File: src/rtl/dma_pkg.sv
// Shared definitions for the dma_copy word-copy engine: FSM state encoding,
// register window offsets, CTRL bit positions and a byte-mask merge helper.
// Optional feature macro: DMA_FILL_EN (CTRL bit4 FILL, see dma_regs/dma_copy).
package dma_pkg;

  // FSM state encoding (kept as plain constants for legacy tool flows)
  typedef logic [1:0] state_t;
  localparam state_t ST_IDLE = 2'd0;
  localparam state_t ST_RD   = 2'd1;
  localparam state_t ST_WR   = 2'd2;
  localparam state_t ST_FIN  = 2'd3;

  // Byte offsets of the four registers inside the 16-byte window
  localparam logic [3:0] OFF_SRC  = 4'h0;
  localparam logic [3:0] OFF_DST  = 4'h4;
  localparam logic [3:0] OFF_LEN  = 4'h8;
  localparam logic [3:0] OFF_CTRL = 4'hC;

  // CTRL register bit positions
  localparam int CTRL_START  = 0;
  localparam int CTRL_BUSY   = 1;
  localparam int CTRL_DONE   = 2;
  localparam int CTRL_IRQ_EN = 3;
  localparam int CTRL_FILL   = 4;

  // Merge new write data into an old register value, one byte lane per mask bit
  function automatic logic [31:0] apply_wrmask(input logic [31:0] old_val,
                                               input logic [31:0] new_val,
                                               input logic [3:0]  mask);
    logic [31:0] res;
    res = old_val;
    for (int b = 0; b < 4; b++) begin
      if (mask[b]) res[8*b +: 8] = new_val[8*b +: 8];
    end
    return res;
  endfunction

endpackage

File: src/rtl/dma_regs.sv
// Responder side of dma_copy: address decode of the 16-byte config window,
// SRC/DST/LEN/CTRL register file and the one-cycle registered valid handshake.
// Optional feature macro: DMA_FILL_EN adds the RW FILL bit (CTRL bit4).
module dma_regs
  import dma_pkg::*;
#(
  parameter logic [31:0] BASE_ADDR = 32'h0004_0000,
  parameter int          LEN_W     = 16
) (
  input  logic             clk,
  input  logic             rst,
  input  logic             i_rd,
  input  logic [31:0]      i_addr,
  input  logic             i_wr,
  input  logic [3:0]       i_wrmask,
  input  logic [31:0]      i_data,
  output logic             o_rd_valid,
  output logic             o_wr_valid,
  output logic [31:0]      o_data,
  input  logic             busy_i,
  input  logic             fin_i,
  output logic [31:0]      src_o,
  output logic [31:0]      dst_o,
  output logic [LEN_W-1:0] len_o,
  output logic             start_o,
  output logic             fill_o,
  output logic             irq_o
);

  logic             rd_valid_q, rd_valid_d;
  logic             wr_valid_q, wr_valid_d;
  logic [31:0]      rdata_q, rdata_d;
  logic [31:0]      src_q, src_d;
  logic [31:0]      dst_q, dst_d;
  logic [LEN_W-1:0] len_q, len_d;
  logic             done_q, done_d;
  logic             irq_en_q, irq_en_d;
  logic             start_q, start_d;

  logic             hit;
  logic             rd_fire;
  logic             wr_fire;
  logic             ctrl_wr;
  logic [31:0]      ctrl_rdata;
  logic [31:0]      readback;

  // A request is accepted only on the cycle after an idle valid, so a held
  // request completes every other cycle and writes land with the valid edge.
  assign hit     = (i_addr[31:4] == BASE_ADDR[31:4]);
  assign rd_fire = i_rd & hit & ~rd_valid_q;
  assign wr_fire = i_wr & hit & ~wr_valid_q;
  assign ctrl_wr = wr_fire & (i_addr[3:0] == OFF_CTRL) & i_wrmask[0];

`ifdef DMA_FILL_EN
  logic fill_q;

  // FILL mode bit, only present when the fill feature is built in
  always_ff @(posedge clk) begin
    if (rst) begin
      fill_q <= 1'b0;
    end else if (ctrl_wr) begin
      fill_q <= i_data[CTRL_FILL];
    end
  end

  assign fill_o = fill_q;
`else
  assign fill_o = 1'b0;
`endif

  // Register readback mux; START always reads 0 and BUSY comes from the FSM
  always_comb begin
    ctrl_rdata              = '0;
    ctrl_rdata[CTRL_BUSY]   = busy_i;
    ctrl_rdata[CTRL_DONE]   = done_q;
    ctrl_rdata[CTRL_IRQ_EN] = irq_en_q;
    ctrl_rdata[CTRL_FILL]   = fill_o;
    case (i_addr[3:0])
      OFF_SRC:  readback = src_q;
      OFF_DST:  readback = dst_q;
      OFF_LEN:  readback = 32'(len_q);
      OFF_CTRL: readback = ctrl_rdata;
      default:  readback = '0;
    endcase
  end

  // Next-state for the register file, handshake flags and read data
  always_comb begin
    rd_valid_d = rd_fire;
    wr_valid_d = wr_fire;
    rdata_d    = rd_fire ? readback : '0;
    src_d      = src_q;
    dst_d      = dst_q;
    len_d      = len_q;
    irq_en_d   = irq_en_q;
    done_d     = done_q;
    start_d    = ctrl_wr & i_data[CTRL_START];

    if (wr_fire) begin
      case (i_addr[3:0])
        OFF_SRC: src_d = apply_wrmask(src_q, i_data, i_wrmask);
        OFF_DST: dst_d = apply_wrmask(dst_q, i_data, i_wrmask);
        OFF_LEN: len_d = LEN_W'(apply_wrmask(32'(len_q), i_data, i_wrmask));
        default: ;
      endcase
    end

    if (ctrl_wr) begin
      irq_en_d = i_data[CTRL_IRQ_EN];
      if (i_data[CTRL_DONE]) done_d = 1'b0;
    end

    // Completion of a transfer outranks a simultaneous W1C
    if (fin_i) done_d = 1'b1;
  end

  // Register update with synchronous reset
  always_ff @(posedge clk) begin
    if (rst) begin
      rd_valid_q <= 1'b0;
      wr_valid_q <= 1'b0;
      rdata_q    <= '0;
      src_q      <= '0;
      dst_q      <= '0;
      len_q      <= '0;
      done_q     <= 1'b0;
      irq_en_q   <= 1'b0;
      start_q    <= 1'b0;
    end else begin
      rd_valid_q <= rd_valid_d;
      wr_valid_q <= wr_valid_d;
      rdata_q    <= rdata_d;
      src_q      <= src_d;
      dst_q      <= dst_d;
      len_q      <= len_d;
      done_q     <= done_d;
      irq_en_q   <= irq_en_d;
      start_q    <= start_d;
    end
  end

  assign o_rd_valid = rd_valid_q;
  assign o_wr_valid = wr_valid_q;
  assign o_data     = rdata_q;
  assign src_o      = src_q;
  assign dst_o      = dst_q;
  assign len_o      = len_q;
  assign start_o    = start_q;
  assign irq_o      = done_q & irq_en_q;

endmodule

File: src/rtl/dma_copy.sv
// Single-channel word-copy DMA engine. Holds the transfer FSM and the
// initiator bus port; the config window lives in dma_regs.
// Optional feature macro: DMA_FILL_EN (write SRC's value to every DST word).
module dma_copy
  import dma_pkg::*;
#(
  parameter logic [31:0] BASE_ADDR = 32'h0004_0000,
  parameter int          LEN_W     = 16
) (
  input  logic        clk,
  input  logic        rst,
  input  logic        i_rd,
  input  logic [31:0] i_addr,
  input  logic        i_wr,
  input  logic [3:0]  i_wrmask,
  input  logic [31:0] i_data,
  output logic        o_rd_valid,
  output logic        o_wr_valid,
  output logic [31:0] o_data,
  output logic        o_m_rd,
  output logic [31:0] o_m_addr,
  output logic        o_m_wr,
  output logic [3:0]  o_m_wrmask,
  output logic [31:0] o_m_data,
  input  logic        i_m_rd_valid,
  input  logic        i_m_wr_valid,
  input  logic [31:0] i_m_data,
  output logic        o_irq
);

  logic [31:0]      src;
  logic [31:0]      dst;
  logic [LEN_W-1:0] len;
  logic             start;
  logic             fill;
  logic             busy;
  logic             fin;

  state_t           state_q, state_d;
  logic [31:0]      cur_src_q, cur_src_d;
  logic [31:0]      cur_dst_q, cur_dst_d;
  logic [LEN_W-1:0] cnt_q, cnt_d;
  logic [31:0]      buf_q, buf_d;
  logic             fill_mode_q, fill_mode_d;

  dma_regs #(
    .BASE_ADDR (BASE_ADDR),
    .LEN_W     (LEN_W)
  ) u_regs (
    .clk        (clk),
    .rst        (rst),
    .i_rd       (i_rd),
    .i_addr     (i_addr),
    .i_wr       (i_wr),
    .i_wrmask   (i_wrmask),
    .i_data     (i_data),
    .o_rd_valid (o_rd_valid),
    .o_wr_valid (o_wr_valid),
    .o_data     (o_data),
    .busy_i     (busy),
    .fin_i      (fin),
    .src_o      (src),
    .dst_o      (dst),
    .len_o      (len),
    .start_o    (start),
    .fill_o     (fill),
    .irq_o      (o_irq)
  );

  assign busy = (state_q == ST_RD) || (state_q == ST_WR);
  assign fin  = (state_q == ST_FIN);

  // Transfer FSM: latch the job on START, then alternate read/write per word
  always_comb begin
    state_d     = state_q;
    cur_src_d   = cur_src_q;
    cur_dst_d   = cur_dst_q;
    cnt_d       = cnt_q;
    buf_d       = buf_q;
    fill_mode_d = fill_mode_q;

    case (state_q)
      ST_IDLE: begin
        if (start) begin
          if (len != '0) begin
            cur_src_d   = src & 32'hFFFF_FFFC;
            cur_dst_d   = dst & 32'hFFFF_FFFC;
            cnt_d       = len;
            buf_d       = src;
            fill_mode_d = fill;
            state_d     = fill ? ST_WR : ST_RD;
          end else begin
            state_d = ST_FIN;
          end
        end
      end
      ST_RD: begin
        if (i_m_rd_valid) begin
          buf_d   = i_m_data;
          state_d = ST_WR;
        end
      end
      ST_WR: begin
        if (i_m_wr_valid) begin
          cur_src_d = cur_src_q + 32'd4;
          cur_dst_d = cur_dst_q + 32'd4;
          cnt_d     = cnt_q - LEN_W'(1);
          if (cnt_q == LEN_W'(1)) begin
            state_d = ST_FIN;
          end else begin
            state_d = fill_mode_q ? ST_WR : ST_RD;
          end
        end
      end
      default: begin
        state_d = ST_IDLE;
      end
    endcase
  end

  // FSM and datapath registers; reset abandons any transfer in flight
  always_ff @(posedge clk) begin
    if (rst) begin
      state_q     <= ST_IDLE;
      cur_src_q   <= '0;
      cur_dst_q   <= '0;
      cnt_q       <= '0;
      buf_q       <= '0;
      fill_mode_q <= 1'b0;
    end else begin
      state_q     <= state_d;
      cur_src_q   <= cur_src_d;
      cur_dst_q   <= cur_dst_d;
      cnt_q       <= cnt_d;
      buf_q       <= buf_d;
      fill_mode_q <= fill_mode_d;
    end
  end

  // Initiator requests are decoded straight from the state register, so they
  // stay stable until the FSM moves on the matching valid
  assign o_m_rd     = (state_q == ST_RD);
  assign o_m_wr     = (state_q == ST_WR);
  assign o_m_addr   = (state_q == ST_RD) ? cur_src_q :
                      (state_q == ST_WR) ? cur_dst_q : 32'd0;
  assign o_m_data   = (state_q == ST_WR) ? buf_q : 32'd0;
  assign o_m_wrmask = 4'hF;

endmodule

File: config.mk
export PLATFORM = sky130hd
export DESIGN_NAME = dma_copy
export DESIGN_NICKNAME = d
export VERILOG_FILES = /design/src/rtl/dma_pkg.sv /design/src/rtl/dma_regs.sv /design/src/rtl/dma_copy.sv
export SDC_FILE = /design/constraint.sdc
export NUM_CORES = 1
export LEC_CHECK = 0
export BUFFER_PORTS_ARGS = -buffer_cell sky130_fd_sc_hd__buf_2
export CELL_PAD_IN_SITES_DETAIL_PLACEMENT = 0
export CELL_PAD_IN_SITES_GLOBAL_PLACEMENT = 2
export CORE_ASPECT_RATIO = 1.25
export CORE_MARGIN = 2
export CORE_UTILIZATION = 30
export DETAILED_ROUTE_END_ITERATION = 16
export PLACE_DENSITY_LB_ADDON = 0.1
export SYNTH_ARGS = -nofsm -noshare
export SYNTH_HDL_FRONTEND = slang
export SYNTH_SLANG_ARGS = --single-unit
File: constraint.sdc
create_clock -name clk -period 2.3 [get_ports clk]
set_clock_uncertainty 0.2 [all_clocks]
set_input_delay 0.115 -clock clk [delete_from_list [all_inputs] [get_ports clk]]
set_output_delay 0.115 -clock clk [all_outputs]
set_load 0.02 [all_outputs]
# --- Word-level counts from Yosys, hierarchy flattened ---
# Cells that the tools add are included.
classes:
  addsub: 3
  n_mul: 0
  div_mod_pow: 0
  magnitude_cmp: 0
  eq_ne: 12
  shifts: 0
  mux: 29
  bitwise_logic: 11
  n_reduce_logical: 23
ops:
  columns: ["cell", "count"]
  rows:
  - ["$mux W32", 12]
  - ["$pmux W32 S2", 3]
  - ["$pmux W32 S4", 1]
  - ["$add A32 B3 Y32 const B", 2]
  - ["$mux W16", 3]
  - ["$reduce_and A3 Y1", 11]
  - ["$pmux W16 S2", 1]
  - ["$eq A28 B15 Y1 const B", 1]
  - ["$eq A16 B1 Y1 const B", 1]
  - ["$reduce_bool A16 Y1", 1]
  - ["$sub A16 B1 Y16 const B", 1]
  - ["$mux W2", 5]
  - ["$and A1 B1 Y1", 8]
  - ["$eq A4 B4 Y1 const B", 2]
  - ["$reduce_and A4 Y1", 2]
  - ["$reduce_bool A2 Y1", 4]
  - ["$ne A2 B1 Y1 const B", 3]
  - ["$pmux W2 S3", 1]
  - ["$eq A2 B2 Y1 const B", 2]
  - ["$eq A4 B3 Y1 const B", 1]
  - ["$logic_not A4 Y1", 1]
  - ["$mux W1", 3]
  - ["$not A1 Y1", 3]
  - ["$eq A2 B1 Y1 const B", 1]
  - ["other kinds (5)", 5]
totals:
  regBits: 231
  latch_bits: 0
  ram_bits: 0
  rom_bits: 0
  inputBits: 106
  out_inout_bits: 105
  memories: 0

# --- Longest topological paths before layout ---
# Gate-level depths: netlist of the first run.
logic_depth:
  depth_word: 7
  mapped_depth: 10
  depth_no_buf: 7

# --- Modules after synthesis ---
# Synthesis of the first run repeated with hierarchy kept, for this count alone.
unflattened:
  hier_cells: 1470
  area_unflattened_um2: 12580.8
by_module_without_submodules:
  columns: ["module", "instances", "cells_per_inst", "area_each_um2", "seq_area_each_um2"]
  rows:
  - ["dma_copy", 1, 985, 7569.8, 2222.1]
  - ["dma_regs", 1, 485, 5011.1, 2342.2]

# --- Least setup slack after synthesis of the first run ---
# OpenSTA, ideal clock, no wires.
synth_timing:
  path_type: "reg2out"
  start: "register state_q[0]"
  end: "output o_m_addr[8]"
  t_arrival_ps: 2365
  path_slack_ps: -380
  path_stages_with_launch: 9
  path_buffers: 4
  path_cell_list: "dfxtp_1 -> inv_1 -> ha_1 -> clkbuf_1 -> clkbuf_1 -> buf_1 -> buf_1 -> nand2_1 -> o21ai_0"
synth_between:
  elab_chain_cells: 3
  elab_cells_between_ends: 4
synth_rtl:
  columns: ["item", "line", "text"]
  rows:
  - ["start: declaration", "dma_copy.sv:39", "state_t state_q, state_d;"]
  - ["start signal: assignment", "dma_copy.sv:131", "state_q <= state_d;"]
  - ["$eq A2 B2 Y1", null, null]
  - ["via o_m_wr", "dma_copy.sv:22", "output logic o_m_wr,"]
  - ["$mux W32", "dma_copy.sv:145", "(state_q == ST_WR) ? cur_dst_q : 32'd0;"]
  - ["$mux W32", "dma_copy.sv:144", "assign o_m_addr = (state_q == ST_RD) ? cur_src_q :"]
  - ["end: declaration", "dma_copy.sv:21", "output logic [31:0] o_m_addr,"]
# The timed path passes the listed nets, and every way through them passes these cells.

# --- Worst setup path after layout of the first run ---
layout_timing:
  start: "register state_q[0]"
  end: "output o_m_addr[30]"
layout_between:
  elab_chain_cells: 3
  elab_cells_between_ends: 4
layout_rtl:
  columns: ["item", "line"]
  rows:
  - ["$eq A2 B2 Y1", "dma_copy.sv:145"]
  - ["$mux W32", "dma_copy.sv:145"]
  - ["$mux W32 *", "dma_copy.sv:144"]
# Mark *: on every way between the ends. The rest lies on a longest branch, timed or not.

==> results of run 1 <==
area by class of cell:
type | instances | area [sq um]
inverter | 21 | 86.3
fill | 3886 | 21400
timing repair buffer | 450 | 3720
clock buffer | 33 | 728
multi-input combinational | 1063 | 6990
tap | 492 | 616
sequential | 227 | 4550
clock inverter | 13 | 224
antenna | 1 | 2.50
synthesized netlist by cell type, drive strengths merged, types with 21 or more instances:
master  count  share of area [%]
nand4      29                1.6
nor2      167                5.4
o21ai      91                3.9
a21oi      98                4.2
buf        32                1.6
nand2     146                4.7
dfxtp     227                 39
and2       42                2.2
nor4       34                3.0
clkbuf     88                2.8
mux2i     117                 10
inv        21               0.67
nand3      38                1.6
a22oi      37                2.4
a211oi     47                3.0
critical path, stage by stage, from the launching register on:
cell and delay [ns]:
dfxtp_2 0.35, inv_4 0.05, ha_4 0.19, buf_12 0.15
buf_16 0.14, and2_4 0.16, mux2_2 0.27, buf_6 0.13
stage by stage:
stage	utilization (%)	setup slack [ns]	instances	hold WS [ns]
6_report	44.1	0.0112	2300	0.0405
5_1_grt	44.1	-0.0345	2299	0.0687
4_1_cts	42.6	-0.00697	2283	0.0281
3_5_place_dp	37.3	-0.182	2146	0.179
3_3_place_gp	37.3	-0.137	2146	0.170
2_1_floorplan	-	-0.00544	1431	0.0328
placed cells by master, fill, tap and decap left out, types with 10 or more instances in the layout:
cell type      netlist  layout
a211oi_2             0      10
buf_4                7     133
and3_1              13      12
buf_12               0      25
nand4_1             28      28
a22oi_1             37      37
dfxtp_1            227     225
buf_6                3      16
and2_1              42      41
nor2_1             167     165
nand2_1            146     141
clkbuf_16            0      33
dlygate4sd3_1        0      75
a31oi_1             18      18
o32ai_1             14      12
a211oi_1            47      37
a21oi_1             98      96
o21ai_0             90      61
buf_2               13     187
nor4_1              23      21
nand3_1             38      36
o21ai_2              0      20
nor3_1              14      13
mux2i_1            117     117
and4_1              16      15
nor2b_1             17      17
inv_1               21      18
cells by family (layout without fill, tap and decap cells):
group | after synthesis | after routing | synth area share (%)
buf+inv | 141 | 517 | 5.08
simple gates | 557 | 557 | 24.7
flops | 227 | 227 | 38.8
mux | 118 | 118 | 10.1
fa+ha+maj | 8 | 8 | 0.855
compound gates | 374 | 374 | 20.4
other cells | 2 | 7 | 0.0642
how the worst max path moves through the flow:
stage	endpoint	slack (ns)	start
4_1_cts	o_m_addr[30]	-0.007	state_q[0]
2_1_floorplan	cur_src_q[27]	-0.005	state_q[0]
3_5_place_dp	cur_dst_q[14]	-0.18	state_q[1]
6_report	o_m_addr[30]	0.01	state_q[0]
3_3_place_gp	cur_dst_q[14]	-0.14	state_q[1]
5_1_grt	o_m_addr[30]	-0.03	state_q[0]
power by group through the flow:
| stage | Sequential, uW | Clock (uW) | Combinational [uW] |
|---|---|---|---|
| global route | 3930 | 5000 | 531 |
| CTS | 3930 | 4810 | 474 |
| floorplan | 4020 | 0 | 166 |
| finish | 3930 | 4710 | 497 |
| detailed placement | 4020 | 0 | 356 |
| global placement | 4020 | 0 | 354 |
metal layers:
metal	global-route usage [%]	vias up	share of wire (%)
met5	0	-	0
met4	5.75	0	2.1
met3	4.13	53	5.3
met2	37.0	337	46
met1	32.0	5947	47
li1	-	5932	-
sequential cells by signal, indices dropped and copies added (netlist names):
| signal | cells |
|---|---|
| buf_q | 32 |
| u_regs.len_o | 16 |
| u_regs.o_wr_valid | 1 |
| u_regs.o_rd_valid | 1 |
| state_q | 2 |
| u_regs.done_q | 1 |
| u_regs.dst_o | 32 |
| u_regs.src_o | 32 |
| cur_dst_q | 30 |
| cnt_q | 16 |
| u_regs.irq_en_q | 1 |
| u_regs.start_o | 1 |
| u_regs.o_data | 32 |
| cur_src_q | 30 |
what timing repair did:
action                     CTS  global route
buffers inserted            12            11
hold endpoints to repair   133             0
cloned                       3             6
setup endpoints to repair  127            97
hold buffers                76             0
gates resized for setup     41            80
pin swaps                    5            15
==> impl_metrics.toml, run 1 <==
[outcome]
outcome = "finished clean"

[critical_path]
reg2reg_depth = 10
crit_fanout = 7
cp.arrival_ns = 1.97
startpoint_type = "register"
critPathKind = "reg2out"
required_ns = 1.99
reg2reg_to = "cur_dst_q[31]"
rrSetupSlack_ns = 0.05
endpoint_kind = "output pin"
r2r_start = "state_q[0]"

[timing]
slew_headroom_pct = 56.9
hold_viol = 0
fmax_mhz = 437
setup_tns_ns = 0
rsz0062_at_grt = "yes"
tightest_slew_ns = 0.647
setup_viol = 0
period_share_pct = 99.5
final-max-slew-violation-count = 0
fin_crit_ns = 2.29

[power_and_ir_drop]
p_comb_share_pct = 5.4
pwr-share-seq_pct = 43.0
ir_drop_mv = 0.365
switching_share_pct = 22.7
p_leak_uw = 0.00624
p_per_area_mw_per_mm2 = 540
power.total_uw = 9140
internal_power_uw = 7070
switchingPower_uw = 2070
clkPwrFrac_pct = 51.6

[logic_synthesis]
yosys_most_used_dff = "dfxtp_1"
syn-instance-count = 1427
synth_cell_types = 64
seq_area_frac_synth_pct = 38.8
synth-seq-cells = 227
ys_warn_count = 0
syn_area_sq_mm = 0.0117
synth_edf_count = 0
async_flop_share_pct = 0
syn_area_per_cell_sq_um = 8.20

[detailed_routing]
vias = 12300
firstDrtPassIters = 5
viasPerCell = 5.33
post-route-drc-count = 0
drt_iter0_drc = 795
routed_wl_mm = 49.3
ant_nets = 0
routedWlPerCell_microns = 21.4

[worst_hold_path]
hp-class = "in2reg"
worstHoldPathCells = 7
hold_path_end = "u_regs.o_rd_valid"
min_from = "i_addr[30]"

[clock_network]
cts_sinks = 227
htree_num_levels = 1
cts_tree = "yes"
cts_buffers = 27
clk_latency_ns = 0.55
cts_root_buf = "clkbuf_16"
clockBufferDepth = 3
clkSlewWorstSetupHoldPaths_ns = 0.07

[grt]
antenna_found_initial = 0
grt_max_degree = 126
grt_pass1_vias = 12000
gr-usage-all-layers_pct = 23.1
grt_pass1_wl_mm = 73.2
grt_overflow = 0

[floorplanning]
start_util_pct = 30.5
die_x_microns = 181
ios = 211
core_area_sq_mm = 0.0383
dieHeight_microns = 225
die_area_sq_mm = 0.0406
placementRows = 80

[job]
maxCapViolCount = 0

[placement]
place_area_sq_mm = 0.0143
routabilityCongestion = 0.794
hpwl_mm = 34.6
port_buffers = 204

[cells_and_area]
layout-drive-gt1-share_pct = 28.3
nNetsFinal = 1904
area_delta_synth_final_pct = 44.6
finalInstanceArea_sq_mm = 0.0169
(Power assumes the default switching activity.)
==> run 2: changes to the inputs <==
Settings changed: REMOVE_ABC_BUFFERS set to 1.
==> impl_metrics.toml, run 2 (same netlist as run 1, synthesis figures left out) <==
[detailed_routing]
routedWlPerCell_microns = 20.1
viasPerCell = 5.23
vias = 12100
ant_nets = 0
post-route-drc-count = 0
routed_wl_mm = 46.5
drt_iter0_drc = 734
firstDrtPassIters = 5

[outcome]
outcome = "finished clean"

[timing]
tightest_slew_ns = 0.656
hold_viol = 0
layout_setup_ws_ns = 0.0120
setup_tns_ns = 0
rsz0062_at_grt = "yes"
fmax_mhz = 437
fin_hold_ws_ns = 0.0184
fin_crit_ns = 2.29
final-max-slew-violation-count = 0
setup_viol = 0
slew_headroom_pct = 56.3
period_share_pct = 99.5

[critical_path]
critPathKind = "reg2out"
crit_fanout = 14
cp.arrival_ns = 1.97
endpoint_kind = "output pin"
startpoint_type = "register"
required_ns = 1.99

[worst_hold_path]
hp-class = "in2reg"

[grt]
grt_pass1_wl_mm = 70.2
antenna_found_initial = 1
grt_overflow = 0
grt_max_degree = 95
gr-usage-all-layers_pct = 22.1
grt_pass1_vias = 11800

[floorplanning]
start_util_pct = 30.5
die_x_microns = 181
ios = 211
die_area_sq_mm = 0.0406
dieHeight_microns = 225
core_area_sq_mm = 0.0383
placementRows = 80

[placement]
port_buffers = 204
routabilityCongestion = 0.806
place_ws_ns = -0.0967
hpwl_mm = 32.9

[cells_and_area]
final_common_cell = "dfxtp_1"
final_cell_mix = "225 x dfxtp_1, 192 x buf_2, 164 x nor2_1, 154 x buf_4, 146 x nand2_1"
n_antenna_cell = 0
area_delta_synth_final_pct = 41.7
layout-drive-gt1-share_pct = 26.8
nNetsFinal = 1912
post-route-util_pct = 43.3

[power_and_ir_drop]
p_per_area_mw_per_mm2 = 536
p_leak_uw = 0.00617
ir_drop_mv = 0.429

[clock_network]
cts_buffers = 27
clkSlewWorstSetupHoldPaths_ns = 0.06
clockBufferDepth = 3
cts_sinks = 227
htree_num_levels = 1
cts_root_buf = "clkbuf_16"
clk_latency_ns = 0.54
cts_tree = "yes"

[job]
maxCapViolCount = 0
-- run 2: routing by layer --
metal	vias to the layer above	part of all wire, %	global-route usage [%]
met4	2	3.0	7.23
met3	71	3.8	2.12
met1	5733	43	27.9
li1	5947	-	-
met5	-	0.026	0
met2	314	50	39.6
-- run 2: area by class of cell --
class                      instances  area (sq um)
clock buffer                      32           724
clock inverter                    16           196
fill                            3936         21800
inverter                          21          78.8
multi-input combinational       1063          6810
sequential                       227          4550
tap                              492           616
timing repair buffer             458          3610
-- run 2: worst max-delay path, stage by stage, from the launching register on --
cell and delay, ns:
dfxtp_4 0.36, inv_2 0.08, ha_4 0.28, buf_12 0.18, mux2_2 0.35, buf_2 0.16
-- run 2: metrics by stage --
stage / cells / cell area, sq um / total power [uW]
finish: 2309 / 16600 / 8900
global route: 2309 / 16600 / 9210
CTS: 2301 / 16400 / 9030
detailed placement: 2170 / 14400 / 4380
global placement: 2170 / 14400 / 4380
floorplan: 1311 / 11200 / 4120
-- run 2: final timing paths --
check,startpoint,end,slack (ns),cells past startpoint
min,i_addr[30],u_regs.o_wr_valid,0.02,6
max reg2reg,cur_dst_q[15],cur_dst_q[31],0.05,5
min reg2reg,u_regs.dst_o[0],u_regs.o_data[0],0.28,2
max,state_q[1],o_m_addr[30],0.01,5
-- run 2: what timing repair did --
item	CTS	global route
buffers inserted	6	8
endpoints found under the setup margin	116	77
endpoints found under the hold margin	144	0
gates resized for setup	52	44
hold buffers	74	0
pin swaps	3	8
gates cloned	4	1
-- run 2: power by group --
part           total, uW  internal, uW  switching, uW
logic                486           231            255
registers           3930          3930          0.780
clock network       4480          2690           1780
==> run 3: changes to the inputs <==
Settings changed: ABC_AREA set to 1, CORE_UTILIZATION 30 to 27.
==> impl_metrics.toml, run 3 <==
[logic_synthesis]
yosys_most_used_dff = "dfxtp_1"
syn-instance-count = 1976
yosysTopAreaCell = "dfxtp_1"
seq_area_frac_synth_pct = 37.0
syn_area_per_cell_sq_um = 6.21
synth_top_area_share_pct = 37.0
synth_edf_count = 0
async_flop_share_pct = 0
synth_cell_types = 45
synthTopCellsByCount = "521 x nand2_1, 339 x nor2_1, 227 x dfxtp_1, 218 x o21ai_0, 210 x inv_1"
syn_area_sq_mm = 0.0123
ys_warn_count = 0
ys_top_cells_by_area = "dfxtp_1 37%, nand2_1 16%, nor2_1 10%"
yosysMostFrequentCell = "nand2_1"
synth-seq-cells = 227

[timing]
hold_viol = 0
fmax_mhz = 435
period_share_pct = 99.8
final-max-slew-violation-count = 0
rsz0062_at_grt = "yes"
fin_crit_ns = 2.30
tightest_slew_ns = 0.528
setup_viol = 0
slew_headroom_pct = 64.6

[critical_path]
slowest_stage = "dfxtp_2"
cp.arrival_ns = 1.98
startpoint_type = "register"
endpoint_kind = "output pin"
crit_fanout = 6
max_stage_delay_ns = 0.33
critPathKind = "reg2out"
required_ns = 1.99
rrSetupSlack_ns = 0.13
crit_start = "state_q[1]"
crit_chain = "buf_6, ha_4, buf_16, nand2_1, buf_4, o21ai_2, buf_6"
reg2reg_depth = 10
cpMostUsedCell = "buf_6"
reg2reg_to = "buf_q[8]"
r2r_start = "u_regs.len_o[6]"

[floorplanning]
ios = 211
core_area_sq_mm = 0.0450
die_x_microns = 195
start_util_pct = 27.3
dieHeight_microns = 242
die_area_sq_mm = 0.0472
placementRows = 87

[cells_and_area]
area_delta_synth_final_pct = 41.3
nNetsFinal = 2437
layout-drive-gt1-share_pct = 20.3
n_antenna_cell = 0
final_cell_mix = "498 x nand2_1, 338 x nor2_1, 225 x dfxtp_1, 205 x inv_1, 188 x o21ai_0"
final_common_cell = "nand2_1"
post-route-util_pct = 38.6

[placement]
port_buffers = 204
hpwl_mm = 37.4
routabilityCongestion = 0.837

[detailed_routing]
drt_iter0_drc = 721
post-route-drc-count = 0
routedWlPerCell_microns = 19.2
viasPerCell = 4.71
routed_wl_mm = 56.0
firstDrtPassIters = 5
ant_nets = 0
vias = 13700

[clock_network]
cts_root_buf = "clkbuf_16"
clkSlewWorstSetupHoldPaths_ns = 0.06
htree_num_levels = 1
cts_sinks = 227
clockBufferDepth = 3
cts_tree = "yes"
clk_latency_ns = 0.57
cts_buffers = 28

[power_and_ir_drop]
power.total_uw = 9250
p_leak_uw = 0.00773
p_per_area_mw_per_mm2 = 533
ir_drop_mv = 0.508

[grt]
gr-usage-all-layers_pct = 22.7
grt_pass1_wl_mm = 82.3
grt_max_degree = 73
antenna_found_initial = 1
grt_overflow = 0
grt_pass1_vias = 13500

[worst_hold_path]
worstHoldPathCells = 6
hp-class = "in2reg"
min_from = "i_wrmask[3]"
hold_path_end = "u_regs.src_o[27]"

[outcome]
outcome = "finished clean"

[job]
maxCapViolCount = 0
==> run 3: worst max-delay path by stage <==
stage               depth (start not counted)            end
floorplan                                   9  cur_dst_q[16]
global placement                           11  cur_dst_q[28]
detailed placement                          7    o_m_addr[2]
CTS                                         7   o_m_addr[29]
global route                                8   o_m_data[12]
finish                                      7   o_m_addr[27]
==> run 3: area by class of cell <==
type	count	area (sq um)
sequential	227	4550
fill	4953	27600
clock buffer	39	823
inverter	214	810
clock inverter	8	168
timing repair buffer	417	3560
multi-input combinational	1435	6720
tap	578	723
==> run 3: what timing repair did <==
item | CTS | global route
pin swaps | 6 | 13
endpoints found under the hold margin | 178 | 2
hold buffers | 81 | 1
gates resized for setup | 142 | 68
setup buffers | 7 | 13
endpoints found under the setup margin | 61 | 166
gates cloned | 9 | 5
==> run 3: logic make-up (layout without fill, tap and decap cells) <==
family | after synthesis | count (layout) | share of synthesized area (%)
buffers and inverters | 318 | 678 | 10.5
and+or+nand+nor | 1041 | 1041 | 35.3
xor gates and xnor gates | 3 | 3 | 0.214
adders and majority gates | 8 | 8 | 0.815
DFF | 227 | 227 | 37.0
AOI/OAI and AO/OA | 377 | 377 | 16.1
other | 2 | 6 | 0.0612
==> run 3: where the power goes <==
part           internal (uW)  total (uW)  switching, uW  leakage, uW
sequential              3930        3930          0.165      0.00183
clock                   3020        4890           1870     0.000484
combinational            200         426            226      0.00541
==> run 3: layer usage <==
layer	share of wire, %	up-vias	track usage [%]
li1	-	6973	-
met1	41	6425	26.4
met2	52	272	43.5
met3	3.3	71	1.94
met4	3.6	0	7.43
met5	0	-	0
==> run 3: stage by stage <==
step	TNS (ns)	area, sq um	hold slack (ns)	setup WS [ns]	cells
after detailed placement	0	14500	0.159	0.0726	2761
after CTS	-0.343	17000	0.00465	-0.0621	2904
after global placement	0	14500	0.156	0.0515	2761
after floorplan	-520.32	11800	-0.0159	-4.49	1876
final	0	17300	0.0406	0.00378	2918
after global routing	-0.646	17300	0.0713	-0.0583	2918
==> run 3: critical path, delay by kind of cell (launching register included) <==
family	cells	cell delay, ns
buf+inv	4	0.59
flops	1	0.33
fa+ha+maj	1	0.25
compound gates	1	0.16
simple gates	1	0.09
